**src/rtl/cva6_accel_dispatch_buffer.sv**
```systemverilog
// Holds accelerator instructions until commit, then dispatches them in order over a
// valid/ready request channel and forwards responses to writeback one cycle later.
module cva6_accel_dispatch_buffer #(
  parameter int unsigned DEPTH           = 4,
  parameter int unsigned MAX_OUTSTANDING = 2,
  parameter int unsigned TRANS_ID_BITS   = 3,
  parameter int unsigned XLEN            = 64
) (
  input  logic                     clk_i,
  input  logic                     rst_i,
  input  logic                     flush_i,
  input  logic                     issue_valid_i,
  output logic                     issue_ready_o,
  input  logic [31:0]              issue_instr_i,
  input  logic [TRANS_ID_BITS-1:0] issue_trans_id_i,
  input  logic [XLEN-1:0]          issue_rs1_i,
  input  logic [XLEN-1:0]          issue_rs2_i,
  input  logic                     commit_i,
  output logic                     acc_req_valid_o,
  input  logic                     acc_req_ready_i,
  output logic [31:0]              acc_req_instr_o,
  output logic [TRANS_ID_BITS-1:0] acc_req_trans_id_o,
  output logic [XLEN-1:0]          acc_req_rs1_o,
  output logic [XLEN-1:0]          acc_req_rs2_o,
  input  logic                     acc_resp_valid_i,
  input  logic [TRANS_ID_BITS-1:0] acc_resp_trans_id_i,
  input  logic [XLEN-1:0]          acc_resp_result_i,
  input  logic                     acc_resp_error_i,
  output logic                     wb_valid_o,
  output logic [TRANS_ID_BITS-1:0] wb_trans_id_o,
  output logic [XLEN-1:0]          wb_result_o,
  output logic                     wb_exception_o,
  output logic                     busy_o
);

  localparam int unsigned AW = $clog2(DEPTH);
  localparam int unsigned PW = AW + 1;
  localparam int unsigned OW = $clog2(MAX_OUTSTANDING + 1);

  logic [31:0]              instr_mem [DEPTH];
  logic [TRANS_ID_BITS-1:0] id_mem    [DEPTH];
  logic [XLEN-1:0]          rs1_mem   [DEPTH];
  logic [XLEN-1:0]          rs2_mem   [DEPTH];

  logic [PW-1:0] wr_q, wr_d, commit_q, commit_d, send_q, send_d;
  logic [OW-1:0] outst_q, outst_d;
  logic          busy_q, busy_d;
  logic          full, enq, commit_ok, req_hs, resp_ok;

  logic                     wb_valid_q;
  logic [TRANS_ID_BITS-1:0] wb_trans_id_q;
  logic [XLEN-1:0]          wb_result_q;
  logic                     wb_exception_q;

  assign full          = (wr_q - send_q) == PW'(DEPTH);
  assign issue_ready_o = !full && !flush_i;
  assign enq           = issue_valid_i && issue_ready_o;
  // Commit only counts if a speculative entry was already present this cycle.
  assign commit_ok     = commit_i && (commit_q != wr_q);

  assign acc_req_valid_o    = (send_q != commit_q) && (outst_q < OW'(MAX_OUTSTANDING));
  assign acc_req_instr_o    = instr_mem[send_q[AW-1:0]];
  assign acc_req_trans_id_o = id_mem[send_q[AW-1:0]];
  assign acc_req_rs1_o      = rs1_mem[send_q[AW-1:0]];
  assign acc_req_rs2_o      = rs2_mem[send_q[AW-1:0]];

  assign req_hs  = acc_req_valid_o && acc_req_ready_i;
  // Responses with nothing in flight are stray and dropped.
  assign resp_ok = acc_resp_valid_i && (outst_q != '0);

  always_comb begin
    commit_d = commit_q;
    send_d   = send_q;
    wr_d     = wr_q;
    outst_d  = outst_q;
    if (commit_ok) commit_d = commit_q + PW'(1);
    if (req_hs)    send_d   = send_q + PW'(1);
    if (flush_i) begin
      wr_d = commit_d;
    end else if (enq) begin
      wr_d = wr_q + PW'(1);
    end
    if (req_hs && !resp_ok) begin
      outst_d = outst_q + OW'(1);
    end else if (!req_hs && resp_ok) begin
      outst_d = outst_q - OW'(1);
    end
    busy_d = (wr_d != send_d) || (outst_d != '0);
  end

  always_ff @(posedge clk_i or posedge rst_i) begin
    if (rst_i) begin
      wr_q           <= '0;
      commit_q       <= '0;
      send_q         <= '0;
      outst_q        <= '0;
      busy_q         <= 1'b0;
      wb_valid_q     <= 1'b0;
      wb_trans_id_q  <= '0;
      wb_result_q    <= '0;
      wb_exception_q <= 1'b0;
    end else begin
      wr_q       <= wr_d;
      commit_q   <= commit_d;
      send_q     <= send_d;
      outst_q    <= outst_d;
      busy_q     <= busy_d;
      wb_valid_q <= resp_ok;
      if (resp_ok) begin
        wb_trans_id_q  <= acc_resp_trans_id_i;
        wb_result_q    <= acc_resp_result_i;
        wb_exception_q <= acc_resp_error_i;
      end
    end
  end

  always_ff @(posedge clk_i) begin
    if (enq) begin
      instr_mem[wr_q[AW-1:0]] <= issue_instr_i;
      id_mem[wr_q[AW-1:0]]    <= issue_trans_id_i;
      rs1_mem[wr_q[AW-1:0]]   <= issue_rs1_i;
      rs2_mem[wr_q[AW-1:0]]   <= issue_rs2_i;
    end
  end

  assign wb_valid_o     = wb_valid_q;
  assign wb_trans_id_o  = wb_trans_id_q;
  assign wb_result_o    = wb_result_q;
  assign wb_exception_o = wb_exception_q;
  assign busy_o         = busy_q;

endmodule

```
**config.mk**
```make
export PLATFORM = sky130hd
export DESIGN_NAME = cva6_accel_dispatch_buffer
export DESIGN_NICKNAME = d
export VERILOG_FILES = /design/src/rtl/cva6_accel_dispatch_buffer.sv
export SDC_FILE = /design/constraint.sdc
export NUM_CORES = 1
export LEC_CHECK = 0
export ABC_AREA = 1
export BUFFER_PORTS_ARGS = -buffer_cell sky130_fd_sc_hd__buf_2
export CAP_MARGIN = 30
export CORE_MARGIN = 10
export CORE_UTILIZATION = 25
export CTS_CLUSTER_DIAMETER = 50
export DETAILED_ROUTE_END_ITERATION = 10
export HOLD_SLACK_MARGIN = 0.15
export PLACE_DENSITY = 0.5
export SLEW_MARGIN = 0
export SYNTH_ARGS = -nofsm -noshare
export SYNTH_HDL_FRONTEND = slang
export SYNTH_SLANG_ARGS = --single-unit
```
**constraint.sdc**
```tcl
create_clock -name clk_i -period 9.15 [get_ports clk_i]
set_input_delay 1.83 -clock clk_i [delete_from_list [all_inputs] [get_ports clk_i]]
set_output_delay 1.83 -clock clk_i [all_outputs]
set_load 0.02 [all_outputs]
```
# == Word level (Yosys, flattened, before mapping) ==
# Memory sizes are Yosys's and may differ from the RTL's.
# Index checks and enable logic that the tools add are counted.
# totals
regBits,81
ramBits,652
in_bits,238
output_inout_bits,235
wordCells,47
mem_count,4
# classes
add_sub_neg,6
magnitude_cmp,1
eq_ne,4
muxes,8
reduce_logical,15
# memory_table
name,words,word_bits,read_ports,rd_clocked_by_memory_dff,wr,line,source
rs1_mem,4,64,1,0,1,42,logic [XLEN-1:0] rs1_mem [DEPTH];
rs2_mem,4,64,1,0,1,43,logic [XLEN-1:0] rs2_mem [DEPTH];
instr_mem,4,32,1,0,1,40,logic [31:0] instr_mem [DEPTH];
id_mem,4,3,1,0,1,41,logic [TRANS_ID_BITS-1:0] id_mem [DEPTH];
# ops
cell,n
$mux W3,4
$add A3 B1 Y3 const B,3
$ne A3 B3 Y1,3
$logic_and A1 B1 Y1,8
$logic_not A1 Y1,4
$mux W2,2
$reduce_bool A2 Y1,2
$eq A3 B3 Y1 const B,1
$sub A3 B3 Y3,1
$add A2 B1 Y2 const B,1
$lt A2 B2 Y1 const B,1
$mux W1,2
$sub A2 B1 Y2 const B,1
$logic_or A1 B1 Y1,1

# == Logic depth before layout (Yosys ltp) ==
# Gate-level depths: netlist (run 1).
# logic_depth
depth_word,9
depth_mapped,16

# == Worst setup path before layout (run 1) ==
# No wires, ideal clock.
# synth_timing
path_type,in2reg
start,input port flush_i
end,memory id_mem[0][0] (enable)
setup_time_ns,0.689
t_arrival_ns,8.925
t_required_ns,8.461
setup_slack_ns,-0.464
cell_stages,3
path_buffers,0
path_cell_list,inv_1 nand3_2 nor2_1
# synth_via
elab_chain_len,5
# synth_rtl
element,line,source
start: declaration,11,"input logic flush_i,"
$logic_not A1 Y1,56,assign issue_ready_o = !full && !flush_i;
$logic_and A1 B1 Y1,56,
$logic_and A1 B1 Y1,57,assign enq = issue_valid_i && issue_ready_o;
$mux W1,118,if (enq) begin
$mux W1 (implied by the code),120,id_mem[wr_q[AW-1:0]] <= issue_trans_id_i;
end: declaration,41,
# Every way passes these cells.

# == Worst setup path after layout (run 1) ==
# layout_timing
start,register send_q[0]
end,output port acc_req_rs1_o[41]
# layout_via
elab_chain_len,1
# layout_rtl
element,line,source
start: declaration,45,"logic [PW-1:0] wr_q, wr_d, commit_q, commit_d, send_q, send_d;"
start signal: assignment,105,send_q <= send_d;
$mem_v2 Z4 W64,n/a,
end: declaration,23,"output logic [XLEN-1:0] acc_req_rs1_o,"
# Every way passes these cells.

==> Flow_metrics.wiki, run 1 <==
{| class="wikitable"
! Metric !! Value
|-
| Run status || finished clean
|-
| Total routing usage reported by global routing || 11.4%
|-
| Worst flop-to-flop path startpoint || send_q[1]$_DFF_PP0_
|-
| Sequence of cells on the critical path || buf_4 -> buf_4 -> o21ai_0 -> o22ai_1 -> buf_2
|-
| Launching element of the worst setup path || send_q[0]$_DFF_PP0_
|-
| Final worst path period need || 5.37 ns
|-
| ANT nets after route || 0
|-
| Setup-violating endpoint count in the final report || 0
|-
| Per-instance average area after synthesis || 13.6 um2
|-
| Count of clock tree sinks || 733
|-
| Global routing met2 resource utilization || 18.5%
|-
| Final setup TNS || 0 ns
|-
| Dominant cell type by count on the critical path || sky130_fd_sc_hd__buf_4
|-
| Hold violation total from the final report || 0
|-
| Netlist area before placement || 27,500 um2
|-
| Share of the cycle needed by the critical path after routing || 58.7%
|-
| Cts bufs inserted || 91
|-
| Number of cells upsized or downsized after cts || 0
|-
| CTS clk-pin slew, worst paths || 0.06 ns
|-
| H-Tree Level Count || 3
|-
| Via count of the first global-routing pass || 17,500
|-
| Post-CTS Setup Repair Bufs || 0
|-
| Area of the core || 109,000 um2
|-
| Dpl cells || 3,798
|-
| Start point of the worst hold path || wb_result_o[58]$_DFFE_PP0P_
|-
| Slew of the pin with the lowest slew margin || 1.07 ns
|-
| DIE HEIGHT || 352 um
|-
| Area growth syn-to-layout || 24.8%
|-
| CTS tree || done
|-
| Count of cells along the worst hold path || 2
|-
| First-pass GRT wire length || 109,000 um
|-
| IO Pins || 473
|-
| Count of buffers from port buffering || 472
|-
| Antenna violations before repair || 25
|-
| Deepest clock path buffer count || 3
|-
| Share of layout cells above drive strength 1 || 26.0%
|-
| Buffer cell driving the clock tree root || sky130_fd_sc_hd__clkbuf_16
|-
| Fill cell instance count of the final layout || 10,900
|-
| Final Skew || 0.0275 ns
|-
| Endpoint class of the critical path || output port
|-
| Cell count of the worst reg-to-reg path || 8
|-
| # hold bufs at CTS || 0
|-
| Total non-filler cell area in the finished layout || 34,300 um2
|-
| Clock insertion delay at the later pin of the skew report || 0.66 ns
|-
| Vias per std cell || 4.41
|-
| Global route overflow || 0
|-
| Aggregate routed wire length || 73,300 um
|-
| Syn nets || 2,263
|-
| Num rows || 121
|-
| Arrival time of the worst setup path || 3.54 ns
|-
| Fin cells || 3,965
|-
| VDD IR-drop max || 0.190 mV
|-
| Synthesis Warnings || 0
|-
| Endpoint of the lowest-slack register-to-register path || rs2_mem[1][40]$_DFFE_PP_
|-
| Pin count of the biggest net entering global routing || 157
|-
| Average detailed-routed wire length per instance || 18.5 um
|-
| Global routing's busiest layer || met2
|-
| F_max || 186 MHz
|-
| Slowest cell on the critical path || sky130_fd_sc_hd__buf_4
|-
| Count of unresolved DRC violations after routing || 0
|-
| GP Congestion || 0.803
|-
| Critical path class || flop to output port
|-
| Placed standard-cell area || 31,400 um2
|-
| Global routing usage on met3 || 4.50%
|-
| Max-capacitance violation count || 0
|-
| Sum of internal, switching and leakage power || 11,900 uW
|-
| Critical Path Start Type || flop
|-
| Area of the die || 124,000 um2
|-
| Share of synthesized area occupied by flip-flops and latches || 78.6%
|-
| Static leakage || 0.0126 uW
|-
| CP endpoint || acc_req_rs1_o[41]
|-
| Required arrival time at the worst endpoint || 7.32 ns
|-
| Register bit count reported by yosys || 733
|-
| Netlist cell types || 27
|-
| Power per cell area || 347 nW/um2
|-
| Remaining max-slew budget at the tightest pin || 28.4%
|-
| Nets || 2,724
|-
| Count of vias placed by the detailed router || 17,500
|-
| Critical Path Fanout Max || 85
|-
| Global-route met1 utilization || 13.8%
|-
| RSZ-0062 raised after global routing || no
|-
| Max-slew violations || 0
|-
| Reg2reg setup slack || 4.75 ns
|-
| Initial standard-cell utilization of the core || 25.2%
|-
| Synthesized instance count || 2,016
|-
| First-pass DRT Iterations || 5
|-
| Worst min path class || flop to flop
|-
| Post-DP HPWL || 44,300 um
|-
| Stage delay of the slowest cell on the critical path || 0.75 ns
|-
| DR iter-0 viols || 986
|-
| Die width || 352 um
|}
## synth_stat cells (all sizes together)
cell type / count / area share [%]
dfrtp: 81 / 7.4
xnor2: 4 / 0.15
and2: 1 / 0.023
nand4: 8 / 0.18
xor2: 3 / 0.096
o22ai: 163 / 3.7
edfxtp: 652 / 71
nand3: 14 / 0.42
clkbuf: 102 / 1.4
nor2: 337 / 4.6
inv: 34 / 0.46
nand2: 258 / 3.6
o21ai: 328 / 6.0
buf: 21 / 0.40
a21oi: 1 / 0.018
ha: 9 / 0.41
## metal layers
| metal | routed length, um | vias up | part of all wire (%) |
|---|---|---|---|
| li1 | - | 8291 | - |
| met1 | 30800 | 8472 | 42 |
| met2 | 33500 | 527 | 46 |
| met3 | 6760 | 165 | 9.2 |
| met4 | 1980 | 38 | 2.7 |
| met5 | 260 | - | 0.35 |
## layout by cell type, fill, tap and decap left out, types with 12 or more instances in the layout
cell | synthesis | routed
sky130_fd_sc_hd__nand2_1 | 253 | 253
sky130_fd_sc_hd__clkbuf_1 | 102 | 12
sky130_fd_sc_hd__clkbuf_16 | 0 | 94
sky130_fd_sc_hd__o22ai_1 | 163 | 163
sky130_fd_sc_hd__buf_2 | 15 | 472
sky130_fd_sc_hd__nor2_1 | 334 | 330
sky130_fd_sc_hd__inv_1 | 29 | 27
sky130_fd_sc_hd__buf_4 | 1 | 12
sky130_fd_sc_hd__edfxtp_1 | 652 | 652
sky130_fd_sc_hd__clkinv_2 | 0 | 17
sky130_fd_sc_hd__dfrtp_1 | 81 | 79
sky130_fd_sc_hd__o21ai_0 | 326 | 326
## critical path, delay by kind of cell, from the launching register on
family | cells | cell delay, ns
buf+inv | 3 | 1.66
flops | 1 | 0.55
compound gates | 2 | 0.51
## where the power goes
group          switching (uW)  internal (uW)  total, uW
logic                    2970           1130       4100
registers                 202           4210       4410
clock network            1400           2010       3410
## worst min-delay path by stage
stage                                        endpoint  slack [ns]
after global placement    wb_result_o[60]$_DFFE_PP0P_        0.45
after floorplan                  outst_q[1]$_DFF_PP0_        0.50
final                     wb_result_o[58]$_DFFE_PP0P_        0.46
after global routing      wb_result_o[48]$_DFFE_PP0P_        0.48
after detailed placement  wb_result_o[59]$_DFFE_PP0P_        0.45
after CTS                 wb_result_o[48]$_DFFE_PP0P_        0.47
## layout make-up
type                            count  area, um2  share of cell area (%)
Tap cell                         1414       1770                    5.15
Inverter                           34        139                   0.405
Timing Repair Buffer              491       2590                    7.55
Antenna cell                        2       5.00                  0.0146
Multi-Input combinational cell   1126       5310                    15.5
Sequential cell                   733      21600                    63.0
Clock inverter                     55        453                    1.32
Clock buffer                      110       2450                    7.14
## sequential cells by signal, summed over array words and instances, names as in the netlist
signal and count:
rs1_mem 256, rs2_mem 256, instr_mem 128, wb_result_o 64
id_mem 12, commit_q 3, send_q 3, wb_trans_id_o 3
wr_q 3, outst_q 2, busy_o 1, wb_exception_o 1
wb_valid_o 1
## metrics by stage
| step | utilization, % | setup WS, ns | hold WS (ns) |
|---|---|---|---|
| after floorplan | - | -0.464 | 0.495 |
| after global placement | 28.8 | 4.50 | 0.448 |
| after global routing | 31.5 | 3.49 | 0.475 |
| after CTS | 31.5 | 3.72 | 0.468 |
| final | 31.5 | 3.78 | 0.464 |
| after detailed placement | 28.8 | 4.45 | 0.453 |
## cell families (layout without fill, tap and decap cells)
logic type      count (synthesis)  count (layout)  synth area share [%]
buf+inv                       157             690                  2.25
xor+xnor                        7               7                 0.250
compound gates                492             492                  9.69
flops                         733             733                  78.6
fa+ha+maj                       9               9                 0.409
other cells                     0               2                     0
simple gates                  618             618                  8.83
No activity file was read; power rests on OpenSTA's default activity.
==> run 2: changes to the inputs <==
==> constraint.sdc (replaced) <==
create_clock -name clk_i -period 4.85 [get_ports clk_i]
set_input_delay 0.97 -clock clk_i [delete_from_list [all_inputs] [get_ports clk_i]]
set_output_delay 0.97 -clock clk_i [all_outputs]
set_load 0.02 [all_outputs]
==> run 2 against run 1 <==
  * Via count rose by 1.8%
  * Wire length rose by 7.9%
  * Sequential share of layout area fell by 0.64 points
  * Highest routed layer unchanged
  * Largest power group unchanged
  * Global-route usage rose by 0.90 points
  * Critical endpoint is now acc_req_rs2_o[18]
==> Flow_metrics.wiki, run 2 (synthesized netlist as in run 1, its figures left out) <==
{| class="wikitable"
! Metric !! Value
|-
| Count of vias placed by the detailed router || 17,800 (+1.8%)
|-
| Critical Path Fanout Max || 77 (-9.4%)
|-
| Final setup TNS || 0 ns (unchanged)
|-
| Global route overflow || 0 (unchanged)
|-
| Area growth syn-to-layout || 26.1%
|-
| Global-route met1 utilization || 15.1% (+1.3 points)
|-
| Commonest cells after routing, fill and taps aside || sky130_fd_sc_hd__edfxtp_1 (652), sky130_fd_sc_hd__buf_2 (472), sky130_fd_sc_hd__nor2_1 (330), sky130_fd_sc_hd__o21ai_0 (326), sky130_fd_sc_hd__nand2_1 (253)
|-
| Antenna violations before repair || 40 (+60%)
|-
| Count of buffers from port buffering || 472 (unchanged)
|-
| Global routing met2 resource utilization || 19.3% (+0.82 points)
|-
| Placed standard-cell area || 31,500 um2 (+0.34%)
|-
| Power per cell area || 664 nW/um2 (+91%)
|-
| Setup-violating endpoint count in the final report || 0 (unchanged)
|-
| IO Pins || 473 (unchanged)
|-
| Static leakage || 0.0127 uW (+1.2%)
|-
| Hold violation total from the final report || 0 (unchanged)
|-
| Num rows || 121 (unchanged)
|-
| Critical path class || flop to output port
|-
| Critical Path Start Type || flop
|-
| Cts bufs inserted || 94 (+3.3%)
|-
| Post-DP HPWL || 47,700 um (+7.7%)
|-
| Fin cells || 3,983 (+0.45%)
|-
| Count of unresolved DRC violations after routing || 0 (unchanged)
|-
| Die width || 352 um (unchanged)
|-
| Arrival time of the worst setup path || 3.25 ns (-0.29 ns)
|-
| CTS tree || done
|-
| Dpl cells || 3,804 (+0.16%)
|-
| Aggregate routed wire length || 79,100 um (+7.9%)
|-
| Remaining max-slew budget at the tightest pin || 24.7% (-3.7 points)
|-
| Area of the core || 109,000 um2 (unchanged)
|-
| Max-capacitance violation count || 0 (unchanged)
|-
| H-Tree Level Count || 3 (unchanged)
|-
| Share of the cycle needed by the critical path after routing || 86.9%
|-
| Max-slew violations || 0 (unchanged)
|-
| Nets || 2,734 (+0.37%)
|-
| Via count of the first global-routing pass || 17,900 (+2.5%)
|-
| Post-CTS Setup Repair Bufs || 0 (unchanged)
|-
| Initial standard-cell utilization of the core || 25.2% (unchanged)
|-
| Number of cells upsized or downsized after cts || 0 (unchanged)
|-
| Global routing usage on met3 || 5.61% (+1.1 points)
|-
| DIE HEIGHT || 352 um (unchanged)
|-
| Deepest clock path buffer count || 3 (unchanged)
|-
| Pin count of the biggest net entering global routing || 246 (+57%)
|-
| RSZ-0062 raised after global routing || no
|-
| Required arrival time at the worst endpoint || 3.88 ns (-3.44 ns)
|-
| Run status || finished clean
|-
| Total routing usage reported by global routing || 12.3% (+0.90 points)
|-
| Clock insertion delay at the later pin of the skew report || 0.65 ns (about the same)
|-
| Slew of the pin with the lowest slew margin || 1.13 ns (+0.0552 ns)
|-
| First-pass DRT Iterations || 5 (unchanged)
|-
| First-pass GRT wire length || 116,000 um (+5.8%)
|-
| Total non-filler cell area in the finished layout || 34,700 um2 (+1.0%)
|-
| Sum of internal, switching and leakage power || 23,000 uW (+93%)
|-
| CTS clk-pin slew, worst paths || 0.06 ns (about the same)
|-
| Share of layout cells above drive strength 1 || 26.2% (+0.15 points)
|-
| Count of clock tree sinks || 733 (unchanged)
|-
| Cell count of the worst reg-to-reg path || 9 (+1)
|-
| GP Congestion || 0.821 (+2.2%)
|-
| Final Skew || 0.0195 ns (-0.00800 ns)
|-
| Final worst path period need || 4.22 ns
|-
| Average detailed-routed wire length per instance || 19.9 um (+7.4%)
|-
| VDD IR-drop max || 0.468 mV (+150%)
|-
| # hold bufs at CTS || 0 (unchanged)
|-
| Vias per std cell || 4.47 (+1.3%)
|-
| Endpoint class of the critical path || output port
|-
| Worst min path class || primary input to asynchronous set/reset pin
|-
| DR iter-0 viols || 1,094 (+11%)
|-
| Area of the die || 124,000 um2 (unchanged)
|-
| Global routing's busiest layer || met2
|-
| Buffer cell driving the clock tree root || sky130_fd_sc_hd__clkbuf_16
|-
| F_max || 237 MHz
|-
| ANT nets after route || 0 (unchanged)
|-
| Leading cell type in the layout, fill and taps excluded || sky130_fd_sc_hd__edfxtp_1
|}
## run 2: changes by cell type in the layout (fill, tap and decap cells not counted)
cell,before,now
sky130_fd_sc_hd__buf_12,7,12
sky130_fd_sc_hd__buf_16,0,1
sky130_fd_sc_hd__buf_4,12,13
sky130_fd_sc_hd__bufinv_16,3,5
sky130_fd_sc_hd__clkbuf_16,94,95
sky130_fd_sc_hd__clkinv_1,9,17
sky130_fd_sc_hd__clkinv_16,0,3
sky130_fd_sc_hd__clkinv_2,17,9
sky130_fd_sc_hd__clkinv_8,1,3
sky130_fd_sc_hd__clkinvlp_4,9,5
sky130_fd_sc_hd__diode_2,2,4
sky130_fd_sc_hd__inv_6,10,14
sky130_fd_sc_hd__inv_8,3,4
## run 2: area by class of cell
| class | count | area [um2] |
|---|---|---|
| Antenna cell | 4 | 10.0 |
| Clock buffer | 111 | 2480 |
| Clock inverter | 63 | 642 |
| Fill cell | 10900 | 74300 |
| Inverter | 34 | 139 |
| Multi-Input combinational cell | 1126 | 5310 |
| Sequential cell | 733 | 21600 |
| Tap cell | 1414 | 1770 |
| Timing Repair Buffer | 498 | 2730 |
## run 2: worst paths after layout
check	startpoint	end	slack (ns)
setup reg to reg	send_q[0]$_DFF_PP0_	rs1_mem[0][13]$_DFFE_PP_	1.38
setup / recovery	send_q[1]$_DFF_PP0_	acc_req_rs2_o[18]	0.63
hold / removal	rst_i	wb_result_o[0]$_DFFE_PP0P_	0.39
min in group clk_i	wb_result_o[10]$_DFFE_PP0P_	wb_result_o[10]$_DFFE_PP0P_	0.46
hold reg to reg	wb_result_o[10]$_DFFE_PP0P_	wb_result_o[10]$_DFFE_PP0P_	0.46
max in group asynchronous	rst_i	wb_result_o[36]$_DFFE_PP0P_	3.32
## run 2: layer usage
| metal | vias to the layer above | routed length [um] |
|---|---|---|
| met2 | 571 | 35400 |
| li1 | 8334 | - |
| met1 | 8685 | 33000 |
| met4 | 48 | 1970 |
| met3 | 165 | 8360 |
| met5 | - | 302 |
## run 2: critical path, stage by stage, from the launching register on
cell and delay, ns:
sky130_fd_sc_hd__dfrtp_4 0.72, sky130_fd_sc_hd__inv_4 0.30, sky130_fd_sc_hd__buf_4 0.79, sky130_fd_sc_hd__o21ai_0 0.25, sky130_fd_sc_hd__o22ai_1 0.26, sky130_fd_sc_hd__buf_2 0.22
## run 2: power breakdown
group,switching (uW),total [uW],internal [uW]
registers,367,8290,7930
clock network,2800,6800,4000
logic,5770,7950,2180
## run 2: per-stage QoR
step | hold WS [ns] | util (%) | setup slack, ns
final | 0.389 | 31.8 | 0.634
after global routing | 0.397 | 31.8 | 0.297
after CTS | 0.362 | 31.8 | 0.471
after detailed placement | 0.453 | 28.9 | 1.22
after global placement | 0.448 | 28.9 | 1.24
after floorplan | 0.495 | - | -1.57
